### config.mk
export PLATFORM = sky130hd
export DESIGN_NAME = imem_loader_flat
export DESIGN_NICKNAME = d
export VERILOG_FILES = /design/src/rtl/imem_pkg.sv /design/src/rtl/imem_loader_if.sv /design/src/rtl/byte_word_packer.sv /design/src/rtl/imem_loader.sv /design/src/flat_wrapper.sv
export SDC_FILE = /design/constraint.sdc
export NUM_CORES = 1
export LEC_CHECK = 0
export CAP_MARGIN = 0
export CORE_MARGIN = 1.5
export CORE_UTILIZATION = 23
export DETAILED_ROUTE_END_ITERATION = 12
export PLACE_DENSITY_LB_ADDON = 0.15
export SETUP_SLACK_MARGIN = 0.02
export SLEW_MARGIN = 20
export SYNTH_ARGS = -nofsm -noshare
export SYNTH_HDL_FRONTEND = slang
export SYNTH_HIERARCHICAL = 1
export SYNTH_SLANG_ARGS = --single-unit
### constraint.sdc
create_clock -name i_clk -period 4.57 [get_ports i_clk]
set_input_delay 0.914 -clock i_clk [delete_from_list [all_inputs] [get_ports i_clk]]
set_output_delay 0.914 -clock i_clk [all_outputs]
set_load 0.01 [all_outputs]
### src/rtl/imem_pkg.sv
// Shared definitions for the instruction-memory loader and the memory it fills.
package imem_pkg;

  // Default instruction-memory depth in 32-bit words; the memory and the loader share it.
  localparam int unsigned MEM_WORDS_DEFAULT = 128;

  localparam int unsigned BYTES_PER_WORD = 4;

  typedef enum logic [1:0] {
    StIdle,
    StRecv,
    StWrite,
    StDone
  } imem_ld_state_t;

endpackage

### src/rtl/imem_loader_if.sv
// Control, byte-stream and memory-write signals of the instruction-memory loader.
// master: the host side (boot controller, testbench); slave: the loader itself.
interface imem_loader_if #(
  parameter int unsigned MEM_WORDS = imem_pkg::MEM_WORDS_DEFAULT
) ();

  localparam int unsigned ADDR_WIDTH = $clog2(MEM_WORDS);

  // Load control
  logic                  i_start;
  logic [ADDR_WIDTH:0]   i_num_words;
  logic                  i_abort;

  // Byte stream
  logic                  i_byte_valid;
  logic [7:0]            i_byte;
  logic                  o_byte_ready;

  // Instruction-memory write port
  logic                  o_we;
  logic [31:0]           o_waddr;
  logic [31:0]           o_wdata;

  // Status
  logic                  o_cpu_hold;
  logic                  o_busy;
  logic                  o_done;
  logic                  o_error;

  modport master (
    output i_start, i_num_words, i_abort, i_byte_valid, i_byte,
    input  o_byte_ready, o_we, o_waddr, o_wdata, o_cpu_hold, o_busy, o_done, o_error
  );

  modport slave (
    input  i_start, i_num_words, i_abort, i_byte_valid, i_byte,
    output o_byte_ready, o_we, o_waddr, o_wdata, o_cpu_hold, o_busy, o_done, o_error
  );

endinterface

### src/rtl/byte_word_packer.sv
// Packs accepted bytes into little-endian 32-bit words. word_valid_o fires combinationally
// on the accept that completes a word, with word_o already carrying that final byte.
module byte_word_packer
  import imem_pkg::*;
(
  input  logic        clk_i,
  input  logic        rst_ni,
  input  logic        clear_i,
  input  logic        accept_i,
  input  logic [7:0]  byte_i,
  output logic        word_valid_o,
  output logic [31:0] word_o
);

  localparam int unsigned CntWidth = $clog2(BYTES_PER_WORD);
  localparam logic [CntWidth-1:0] LastByte = CntWidth'(BYTES_PER_WORD - 1);

  logic [CntWidth-1:0] byte_cnt_q;
  logic [31:0]         shift_q;

  // Byte counter and assembly register; clear wins over a same-cycle accept.
  always_ff @(posedge clk_i or negedge rst_ni) begin
    if (!rst_ni) begin
      byte_cnt_q <= '0;
      shift_q    <= '0;
    end else if (clear_i) begin
      byte_cnt_q <= '0;
    end else if (accept_i) begin
      shift_q[{byte_cnt_q, 3'b000} +: 8] <= byte_i;
      byte_cnt_q                         <= byte_cnt_q + CntWidth'(1);
    end
  end

  // Completed word: the top byte comes straight from the input on the final accept.
  always_comb begin
    word_valid_o   = accept_i && (byte_cnt_q == LastByte);
    word_o         = shift_q;
    word_o[31:24]  = byte_i;
  end

endmodule

### src/rtl/imem_loader.sv
// Boot-time instruction-memory writer: collects a byte stream, emits one write per 32-bit word
// and holds the core until a load completes.
module imem_loader
  import imem_pkg::*;
#(
  parameter int unsigned MEM_WORDS = MEM_WORDS_DEFAULT
) (
  input logic          i_clk,
  input logic          i_rst_n,
  imem_loader_if.slave bus
);

  localparam int unsigned ADDR_WIDTH = $clog2(MEM_WORDS);
  localparam int unsigned CountWidth = ADDR_WIDTH + 1;

  imem_ld_state_t          state_q;
  logic [ADDR_WIDTH-1:0]   word_idx_q;
  logic [CountWidth-1:0]   count_q;
  logic                    ready_q;
  logic                    we_q;
  logic [31:0]             waddr_q;
  logic [31:0]             wdata_q;
  logic                    hold_q;
  logic                    busy_q;
  logic                    done_q;
  logic                    error_q;

  logic                    byte_accept;
  logic                    pk_clear;
  logic                    count_ok;
  logic                    last_word;
  logic                    word_valid;
  logic [31:0]             word;

  // Handshake qualification, packer clear and start/last-word decode.
  always_comb begin
    byte_accept = bus.i_byte_valid && ready_q && !bus.i_abort;
    pk_clear    = bus.i_abort || (bus.i_start && !busy_q);
    count_ok    = (bus.i_num_words != '0) && (32'(bus.i_num_words) <= MEM_WORDS);
    last_word   = ({1'b0, word_idx_q} == (count_q - CountWidth'(1)));
  end

  byte_word_packer u_packer (
    .clk_i        (i_clk),
    .rst_ni       (i_rst_n),
    .clear_i      (pk_clear),
    .accept_i     (byte_accept),
    .byte_i       (bus.i_byte),
    .word_valid_o (word_valid),
    .word_o       (word)
  );

  // Load FSM with registered outputs; we_q is a one-cycle pulse covering the WRITE state.
  always_ff @(posedge i_clk or negedge i_rst_n) begin
    if (!i_rst_n) begin
      state_q    <= StIdle;
      word_idx_q <= '0;
      count_q    <= '0;
      ready_q    <= 1'b0;
      we_q       <= 1'b0;
      waddr_q    <= '0;
      wdata_q    <= '0;
      hold_q     <= 1'b1;
      busy_q     <= 1'b0;
      done_q     <= 1'b0;
      error_q    <= 1'b0;
    end else begin
      we_q <= 1'b0;
      case (state_q)
        StIdle, StDone: begin
          if (bus.i_start) begin
            done_q <= 1'b0;
            hold_q <= 1'b1;
            if (count_ok) begin
              state_q    <= StRecv;
              word_idx_q <= '0;
              count_q    <= bus.i_num_words;
              error_q    <= 1'b0;
              ready_q    <= 1'b1;
              busy_q     <= 1'b1;
            end else begin
              state_q <= StIdle;
              error_q <= 1'b1;
            end
          end
        end
        StRecv: begin
          if (bus.i_abort) begin
            state_q <= StIdle;
            error_q <= 1'b1;
            ready_q <= 1'b0;
            busy_q  <= 1'b0;
            hold_q  <= 1'b1;
          end else if (word_valid) begin
            state_q <= StWrite;
            ready_q <= 1'b0;
            we_q    <= 1'b1;
            waddr_q <= 32'({word_idx_q, 2'b00});
            wdata_q <= word;
          end
        end
        StWrite: begin
          if (bus.i_abort) begin
            state_q <= StIdle;
            error_q <= 1'b1;
            busy_q  <= 1'b0;
            hold_q  <= 1'b1;
          end else if (last_word) begin
            state_q <= StDone;
            done_q  <= 1'b1;
            busy_q  <= 1'b0;
            hold_q  <= 1'b0;
          end else begin
            state_q    <= StRecv;
            word_idx_q <= word_idx_q + ADDR_WIDTH'(1);
            ready_q    <= 1'b1;
          end
        end
        default: state_q <= StIdle;
      endcase
    end
  end

  // An abort during WRITE must suppress the pulse already registered for that cycle.
  assign bus.o_we         = we_q && !bus.i_abort;
  assign bus.o_byte_ready = ready_q;
  assign bus.o_waddr      = waddr_q;
  assign bus.o_wdata      = wdata_q;
  assign bus.o_cpu_hold   = hold_q;
  assign bus.o_busy       = busy_q;
  assign bus.o_done       = done_q;
  assign bus.o_error      = error_q;

endmodule

### src/flat_wrapper.sv
// flat-port wrapper written by rule: the top's interface ports become plain ports
module imem_loader_flat import imem_pkg::*;
#(
  parameter int unsigned MEM_WORDS = MEM_WORDS_DEFAULT
)
  (i_clk, i_rst_n, bus_i_start, bus_i_num_words, bus_i_abort, bus_i_byte_valid, bus_i_byte, bus_o_byte_ready, bus_o_we, bus_o_waddr, bus_o_wdata, bus_o_cpu_hold, bus_o_busy, bus_o_done, bus_o_error);
  imem_loader_if #(.MEM_WORDS(MEM_WORDS)) bus_i ();
  input logic i_clk;
  input logic i_rst_n;
  input wire logic [$bits(bus_i.i_start)-1:0] bus_i_start;
  input wire logic [$bits(bus_i.i_num_words)-1:0] bus_i_num_words;
  input wire logic [$bits(bus_i.i_abort)-1:0] bus_i_abort;
  input wire logic [$bits(bus_i.i_byte_valid)-1:0] bus_i_byte_valid;
  input wire logic [$bits(bus_i.i_byte)-1:0] bus_i_byte;
  output wire logic [$bits(bus_i.o_byte_ready)-1:0] bus_o_byte_ready;
  output wire logic [$bits(bus_i.o_we)-1:0] bus_o_we;
  output wire logic [$bits(bus_i.o_waddr)-1:0] bus_o_waddr;
  output wire logic [$bits(bus_i.o_wdata)-1:0] bus_o_wdata;
  output wire logic [$bits(bus_i.o_cpu_hold)-1:0] bus_o_cpu_hold;
  output wire logic [$bits(bus_i.o_busy)-1:0] bus_o_busy;
  output wire logic [$bits(bus_i.o_done)-1:0] bus_o_done;
  output wire logic [$bits(bus_i.o_error)-1:0] bus_o_error;
  assign bus_i.i_start = bus_i_start;
  assign bus_i.i_num_words = bus_i_num_words;
  assign bus_i.i_abort = bus_i_abort;
  assign bus_i.i_byte_valid = bus_i_byte_valid;
  assign bus_i.i_byte = bus_i_byte;
  assign bus_o_byte_ready = bus_i.o_byte_ready;
  assign bus_o_we = bus_i.o_we;
  assign bus_o_waddr = bus_i.o_waddr;
  assign bus_o_wdata = bus_i.o_wdata;
  assign bus_o_cpu_hold = bus_i.o_cpu_hold;
  assign bus_o_busy = bus_i.o_busy;
  assign bus_o_done = bus_i.o_done;
  assign bus_o_error = bus_i.o_error;
  imem_loader #(.MEM_WORDS(MEM_WORDS)) u_core (.i_clk(i_clk), .i_rst_n(i_rst_n), .bus(bus_i));
endmodule
== Word-level counts from Yosys, hierarchy flattened ==
Cells that the tools add are included.
Storage, ports and cells
  register bits: 96
  memory bits (writable): 0
  latch bits: 0
  memories: 0
  ROM bits: 0
Operators by class
  bitwise gates (word level): 2
  eq/ne operators: 14
  multiply operators: 0
  div/mod/pow operators: 0
  reduce and logical (&&, ||, !) cells: 25
  mux-type cells: 40
  add/subtract/negate cells: 4
  shifts and indexed selects: 2
  magnitude comparators: 1
Operators with widths (count)
  32-bit bitwise mux: 1
  8-bit by 7-bit variable shift with 32-bit output, first input constant: 1
  8-bit by 7-bit variable part select with 32-bit output: 1
  7-bit 2-to-1 mux: 4
  1-bit 2-to-1 mux: 21
  2-bit 2-to-1 mux: 7
  7-bit one-hot mux with 2 select lines: 1
  5-bit AND reduction: 2
  1-bit one-hot mux with 3 select lines: 3
  3-bit AND reduction: 3
  7-bit by 8-bit == test with 1-bit output: 1
  8-bit <= comparator, second input constant: 1
  2-bit inequality test, second input constant: 4
  4-bit AND reduction: 2
  8-bit nonzero test: 1
  8-bit by 1-bit subtractor with 8-bit output, second input constant: 1
  7-bit by 1-bit adder with 7-bit output, second input constant: 1
  5-bit negator with 7-bit output: 1
  2-bit == test, second input constant: 3
  1-bit logical AND: 6
  2-bit by 1-bit inequality test with 1-bit output, second input constant: 3
  2-bit one-hot mux with 3 select lines: 1
  2-bit AND reduction: 3
  1-bit one-hot mux with 2 select lines: 2
  other kinds (10): 14

== Depth between registers and ports, before layout ==
Gate-level depths: netlist (run 1).
  depth after elaboration: 6
  gate-level depth with buffers: 10

== By module ==
Netlist (run 1), hierarchy kept.
By module, submodules not included
  imem_loader: sequential area each 1552.7 um^2, cells each 277, area an instance 3138.0 um^2, instances 1
  byte_word_packer: sequential area each 650.6 um^2, cells each 137, area an instance 1396.3 um^2, instances 1

== Least setup slack after synthesis (run 1) ==
Ideal clock, no wire load.
  kind: in2reg
  start: in bus_i_num_words[3]
  end: reg u_core.word_idx_q[0]
  library setup time: 0.136 ns
  stages on the path: 7
  data arrival time: 2.290 ns
  setup slack: 2.144 ns
  required time: 4.434 ns
  cells stage by stage: nor4_1 > a21oi_1 > nand3b_1 > a22oi_1 > o21ai_1 > nand2_1 > o311ai_2
Between the ends
  longest elaborated chain between the ends: 4
  elaborated cells between the ends (all ways): 5
  classes of those cells: order compare: 1; eq/ne: 1; reduce/logical: 3
Ends and longest elaborated chain
  from (decl): line flat_wrapper.sv:11  | input wire logic [$bits(bus_i.i_num_words)-1:0] bus_i_num_words;
  8-bit <= comparator or 8-bit nonzero test (tied branches): line imem_loader.sv:39  | count_ok = (bus.i_num_words != '0) && (32'(bus.i_num_words) <= MEM_WORDS);
  1-bit logical AND (*): line imem_loader.sv:39
  2-bit by 1-bit inequality test with 1-bit output (no line) (*)
  5-bit AND reduction (no line) (*)
  to (signal assigned): line imem_loader.sv:115  | word_idx_q <= word_idx_q + ADDR_WIDTH'(1);
  to (decl): line imem_loader.sv:17  | logic [ADDR_WIDTH-1:0] word_idx_q;
Every way passes the cells marked *; elsewhere a longest branch is shown, timed or not.
A chain may end at the register's enable or synchronous reset.

== Worst setup path after layout (run 1) ==
  start: in bus_i_abort
  end: out bus_o_we
Between the ends
  longest elaborated chain between the ends: 2
Ends and longest elaborated chain
  from (decl): line flat_wrapper.sv:12  | input wire logic [$bits(bus_i.i_abort)-1:0] bus_i_abort;
  1-bit zero test: line imem_loader.sv:125  | assign bus.o_we = we_q && !bus.i_abort;
  1-bit logical AND: line imem_loader.sv:125
  to (decl): line flat_wrapper.sv:16  | output wire logic [$bits(bus_i.o_we)-1:0] bus_o_we;
Every way passes these cells.

==> impl_metrics.toml, run 1 <==
[clock_tree]
clk_latency_ns = 0.34
cts-resized-gates = 0
cts_buffer_depth = 2
cts_sinks = 88
cts_hold_buffers = 0
post-cts-setup-buffer-count = 0
cts_buffers = 9
htree_levels = 3
cts_tree = "done"
clk_pin_slew_ns = 0.06
clock-root-buffer = "clkbuf_16"

[power]
combinationalPowerShare_pct = 23.2
ir_worst_vdd_mv = 0.203
swShare_pct = 32.3
clkPwrFrac_pct = 31.3
seq_power_share_pct = 45.6
p_leak_nw = 2.46
p_per_area_nw_per_um2 = 404
power_switching_w = 0.000725
internal_power_w = 0.00152

[global_route]
grt_pass1_wl_um = 18000
grt_util_met2_pct = 18.6
grt_max_degree = 57
antenna_found_initial = 0
grt_pass1_vias = 3220
use_met1_pct = 15.0
use_met3_pct = 2.83
busiest_layer = "met2"
grt_overflow = 0
grt.total_usage_pct = 11.5

[worst_hold_path]
hp-class = "flip-flop to flip-flop"
min_from = "u_core/bus.o_cpu_hold"
hold_end = "u_core/bus.o_cpu_hold"
holdPathStages = 2

[synthesis]
async_flop_share_pct = 100
yosys-top-cells-area = "dfrtp_1 48%, mux2_2 11%, buf_4 5.8%, nand2_1 3.8%, inv_1 3.1%"
synth_seq_cells = 88
syn_area_um2 = 4530
netlist_instances = 414
synth.yosys.seq_area_share_pct = 48.6
synth_top_area_share_pct = 48.0
synth-edff-count = 0
synth_top_area_cell = "dfrtp_1"
synth_flop_cell = "dfrtp_1"
synth_warnings = 6
synth_cell_type_count = 57
syn_area_per_cell_um2 = 11.0

[timing]
drv_slew = 0
post-route-worst-setup-slack_ns = 1.46
setup_viol = 0
period_share_pct = 68.0
finalHoldViolCount = 0
slew_headroom_pct = 49.9
fmax_mhz = 322
tightest_slew_ns = 0.752
setup_tns_ns = 0
rsz0062_at_grt = "false"
fin_crit_ns = 3.11
finClkSkew_ns = 0.00684

[routing]
drc = 0
drt-initial-drc-count = 180
wl_um = 11100
wl_per_cell_um = 15.2
firstDrtPassIters = 4
vias_per_cell = 4.23
vias = 3092
route.antenna.remaining_nets = 0

[placed_design]
dp_hpwl_um = 7830
numPortBuffers = 65
gp_congestion = 0.733
pre_cts_slack_ns = 0.888
postPlaceCellArea_um2 = 5270
place_inst = 715

[setup_path]
cp.arrival_ns = 2.19
r2r_end = "u_core/word_idx_q[3]"
critPathKind = "input port to output port"
regToRegSetupSlack_ns = 2.04
cp_max_fo = 8
required_ns = 3.66
critPathLaunchType = "input port"
r2r_cells = 9
rr_startpoint = "u_core/count_q[0]"
cp-end-kind = "output port"

[finish]
final_common_cell = "dfrtp_1"
fin_cells = 731
diodes = 0
layout-drive-gt1-share_pct = 18.9
final_nets = 491
synthToLayoutAreaGrowth_pct = 22.4
fill_cells = 2078
final_cell_area_um2 = 5550
final_cell_mix = "87 x dfrtp_1, 64 x clkdlybuf4s50_1, 45 x nand2_1, 45 x mux2_2, 38 x inv_1"

[floorplan]
rows = 51
start_util_pct = 23.4
dieArea_um2 = 20600
coreArea_um2 = 19400
ios = 91
die_w_um = 143
die_h_um = 143

[job]
max_cap_viol_count = 0

[status]
run_status = "finished clean"
==> power by group through the flow <==
stage / Sequential (W) / Combinational, W / Clock [W]
floorplan: 0.00100 / 0.000391 / 0
global placement: 0.00104 / 0.000519 / 0
detailed placement: 0.00104 / 0.000523 / 0
CTS: 0.00103 / 0.000528 / 0.000736
global route: 0.00104 / 0.000590 / 0.000762
finish: 0.00102 / 0.000519 / 0.000701
==> per-layer routing <==
layer,routed length [µm],vias up
li1,-,1464
met1,5230,1555
met2,5330,59
met3,333,14
met4,210,0
met5,0,-
==> cell families after synthesis <==
family	Yosys count	share of synthesized area, %
xor+xnor	6	1.16
simple gates	105	12.1
fa+ha+maj	9	2.48
other cells	1	0.0827
flops	88	48.6
buf+inv	93	11.0
compound gates	64	12.8
mux	48	11.8
==> sequential cells by signal (all words and copies together) (netlist names), 2 cells and up <==
signal                      count
u_core/state_q                  2
u_core/u_packer/byte_cnt_q      2
u_core/bus.o_waddr              7
u_core/u_packer/shift_q        24
u_core/bus.o_wdata             32
u_core/count_q                  8
u_core/word_idx_q               7
==> worst max-delay path by stage <==
stage,startpoint,end,slack (ns)
4_1_cts,bus_i_abort,u_core/bus.o_waddr[5],1.28
3_3_place_gp,bus_i_abort,u_core/bus.o_wdata[10],0.92
5_1_grt,bus_i_num_words[3],u_core/word_idx_q[1],1.32
2_1_floorplan,bus_i_num_words[3],u_core/word_idx_q[0],2.14
6_report,bus_i_abort,bus_o_we,1.46
3_5_place_dp,bus_i_abort,u_core/bus.o_wdata[19],0.89
==> cells in the mapped netlist (all sizes together) (2+ instances only) <==
library cell	instances
nand3b	3
nand2b	3
a211oi	2
a21oi	5
mux2i	3
and3b	3
inv	38
mux2	45
nor2	15
o32ai	24
nand2	48
a2bb2oi	2
clkbuf	10
xnor2	6
ha	9
o311ai	6
o211ai	4
nor3	5
nand3	8
a31oi	2
or2	2
nor2b	9
dfrtp	87
buf	45
o21ai	10
==> final cells by class <==
| cell class | count | area, µm² | area share, % |
|---|---|---|---|
| timing repair buffer | 67 | 663 | 11.9 |
| multi-input combinational | 257 | 1930 | 34.8 |
| clock inverter | 6 | 41.3 | 0.744 |
| clock buffer | 10 | 239 | 4.31 |
| tap | 265 | 332 | 5.97 |
| inverter | 38 | 143 | 2.57 |
| sequential | 88 | 2200 | 39.7 |
==> worst max-delay path, cell delays in order <==
cell and delay, ns:
clkdlybuf4s50_1 0.56, nor2b_1 0.17, clkdlybuf4s50_1 0.54
==> stage by stage <==
| step | util [%] | power [W] | hold WS (ns) |
|---|---|---|---|
| final | 28.6 | 0.00224 | 0.502 |
| after CTS | 28.6 | 0.00229 | 0.504 |
| after detailed placement | 27.1 | 0.00156 | 0.493 |
| after global routing | 28.6 | 0.00239 | 0.525 |
| after floorplan | - | 0.00139 | 0.472 |
| after global placement | 27.1 | 0.00156 | 0.492 |
Power figures use the tool's default switching activity.
==> inputs of run 2 (changes only) <==
clock period = 3 ns   (was 4.57 ns; I/O delays follow)
==> impl_metrics.toml, run 2 (synthesis results as in run 1) <==
[status]
run_status = "finished clean"

[floorplan]
die_h_um = 143
rows = 51
dieArea_um2 = 20600
die_w_um = 143
start_util_pct = 23.4
coreArea_um2 = 19400
ios = 91

[placed_design]
place_inst = 720
numPortBuffers = 65
gp_congestion = 0.760
postPlaceCellArea_um2 = 5320
dp_hpwl_um = 7740
pre_cts_slack_ns = 0.239

[routing]
wl_per_cell_um = 14.6
drc = 0
vias_per_cell = 4.16
drt-initial-drc-count = 129
vias = 3059
firstDrtPassIters = 4
wl_um = 10700
route.antenna.remaining_nets = 0

[global_route]
grt.total_usage_pct = 11.2
grt_max_degree = 50
grt_overflow = 0
grt_pass1_wl_um = 17400
antenna_found_initial = 0
grt_pass1_vias = 3214

[finish]
final_cell_area_um2 = 5600
layout-drive-gt1-share_pct = 19.7
synthToLayoutAreaGrowth_pct = 23.5
final_common_cell = "dfrtp_1"
diodes = 0
largest_reg_flops = 32
fill_cells = 2090
final_cell_mix = "87 x dfrtp_1, 64 x clkdlybuf4s50_1, 45 x nand2_1, 45 x mux2_2, 38 x inv_1"
final_nets = 496
fin_cells = 736

[timing]
rsz0062_at_grt = "false"
post-route-worst-setup-slack_ns = 0.491
fmax_mhz = 399
period_share_pct = 83.6
drv_slew = 0
setup_viol = 0
tightest_slew_ns = 0.674
finalHoldViolCount = 0
finClkSkew_ns = 0.00751
slew_headroom_pct = 55.0
fin_crit_ns = 2.51
setup_tns_ns = 0

[clock_tree]
clk_latency_ns = 0.34
clock-root-buffer = "clkbuf_16"
cts_buffers = 9
cts_sinks = 88
post-cts-setup-buffer-count = 0
clk_pin_slew_ns = 0.07
cts_hold_buffers = 0
cts-resized-gates = 0
cts_tree = "done"
cts_buffer_depth = 2
htree_levels = 3

[power]
power_switching_w = 0.00110
p_per_area_nw_per_um2 = 612
p_leak_nw = 2.47
seq_power_share_pct = 45.3
swShare_pct = 32.2
internal_power_w = 0.00232
clkPwrFrac_pct = 31.3
combinationalPowerShare_pct = 23.4
ir_worst_vdd_mv = 0.282
total_power_w = 0.00343

[setup_path]
regToRegSetupSlack_ns = 0.49
cp.arrival_ns = 2.76
critPathMaxStageDelay_ns = 0.46
required_ns = 3.25
cp_max_fo = 8
critPathLaunchType = "flip-flop"
crit_start = "u_core/count_q[0]"
crit_chain = "inv_1 > ha_1 > nor2b_1 > nand2_1 > or3_1 > o2111ai_2 > or2_1 > nand2_2 > o311ai_2"
rr_startpoint = "u_core/count_q[0]"
cp-end-kind = "flip-flop"
critPathKind = "flip-flop to flip-flop"
worst_path_max_delay_cell = "dfrtp_1"

[job]
max_cap_viol_count = 0

[worst_hold_path]
hp-class = "input port to async pin"
-- run 2: cell types whose count changed in the layout (fill, tap and decap cells not counted), sizes merged --
| cell | delta |
|---|---|
| buf | +5 |
| clkinvlp | +1 |
| inv | -1 |
-- run 2: metrics by stage --
| step | hold WS [ns] | util, % |
|---|---|---|
| 2_1_floorplan | 0.304 | - |
| 3_3_place_gp | 0.487 | 27.4 |
| 3_5_place_dp | 0.492 | 27.4 |
| 4_1_cts | 0.302 | 28.9 |
| 5_1_grt | 0.333 | 28.9 |
| 6_report | 0.282 | 28.9 |
-- run 2: final timing paths --
check                      depth (start not counted)                    end
min reg2reg                                        2  u_core/bus.o_cpu_hold
min in group i_clk                                 2  u_core/bus.o_cpu_hold
max                                                9   u_core/word_idx_q[3]
max reg2reg                                        9   u_core/word_idx_q[3]
max in group asynchronous                          2  u_core/bus.o_wdata[4]
min                                                1      u_core/count_q[5]
-- run 2: critical path: cells and delay by family, from the launching register on --
family	cells	cell delay [ns]
and+or+nand+nor	5	1.37
DFF	1	0.46
AOI/OAI and AO/OA	2	0.35
adders and majority gates	1	0.15
buffers and inverters	1	0.09
-- run 2: area by class of cell --
| type | count | area (µm²) | area share, % |
|---|---|---|---|
| flip-flops and latches | 88 | 2200 | 39.4 |
| multi-input cells | 257 | 1920 | 34.4 |
| repair buffers | 72 | 713 | 12.7 |
| well taps | 265 | 332 | 5.92 |
| clock buffers | 10 | 239 | 4.27 |
| inverters | 38 | 143 | 2.55 |
| clock inverters | 6 | 43.8 | 0.782 |
-- run 2: routing by layer --
metal | wire [µm] | part of all wire (%) | GRT usage (%) | vias up
met5 | 0 | 0 | 0 | -
met4 | 144 | 1.3 | 4.08 | 0
met3 | 377 | 3.5 | 2.47 | 11
met2 | 5130 | 48 | 18.0 | 51
met1 | 5070 | 47 | 14.6 | 1504
li1 | - | - | - | 1493
-- run 2: power by group through the flow --
stage                     combinational, W  clock [W]  sequential [W]
after floorplan                   0.000596          0         0.00153
after global placement            0.000796          0         0.00159
after detailed placement          0.000802          0         0.00158
after CTS                         0.000811    0.00112         0.00156
after global routing              0.000903    0.00116         0.00159
final                             0.000802    0.00107         0.00155
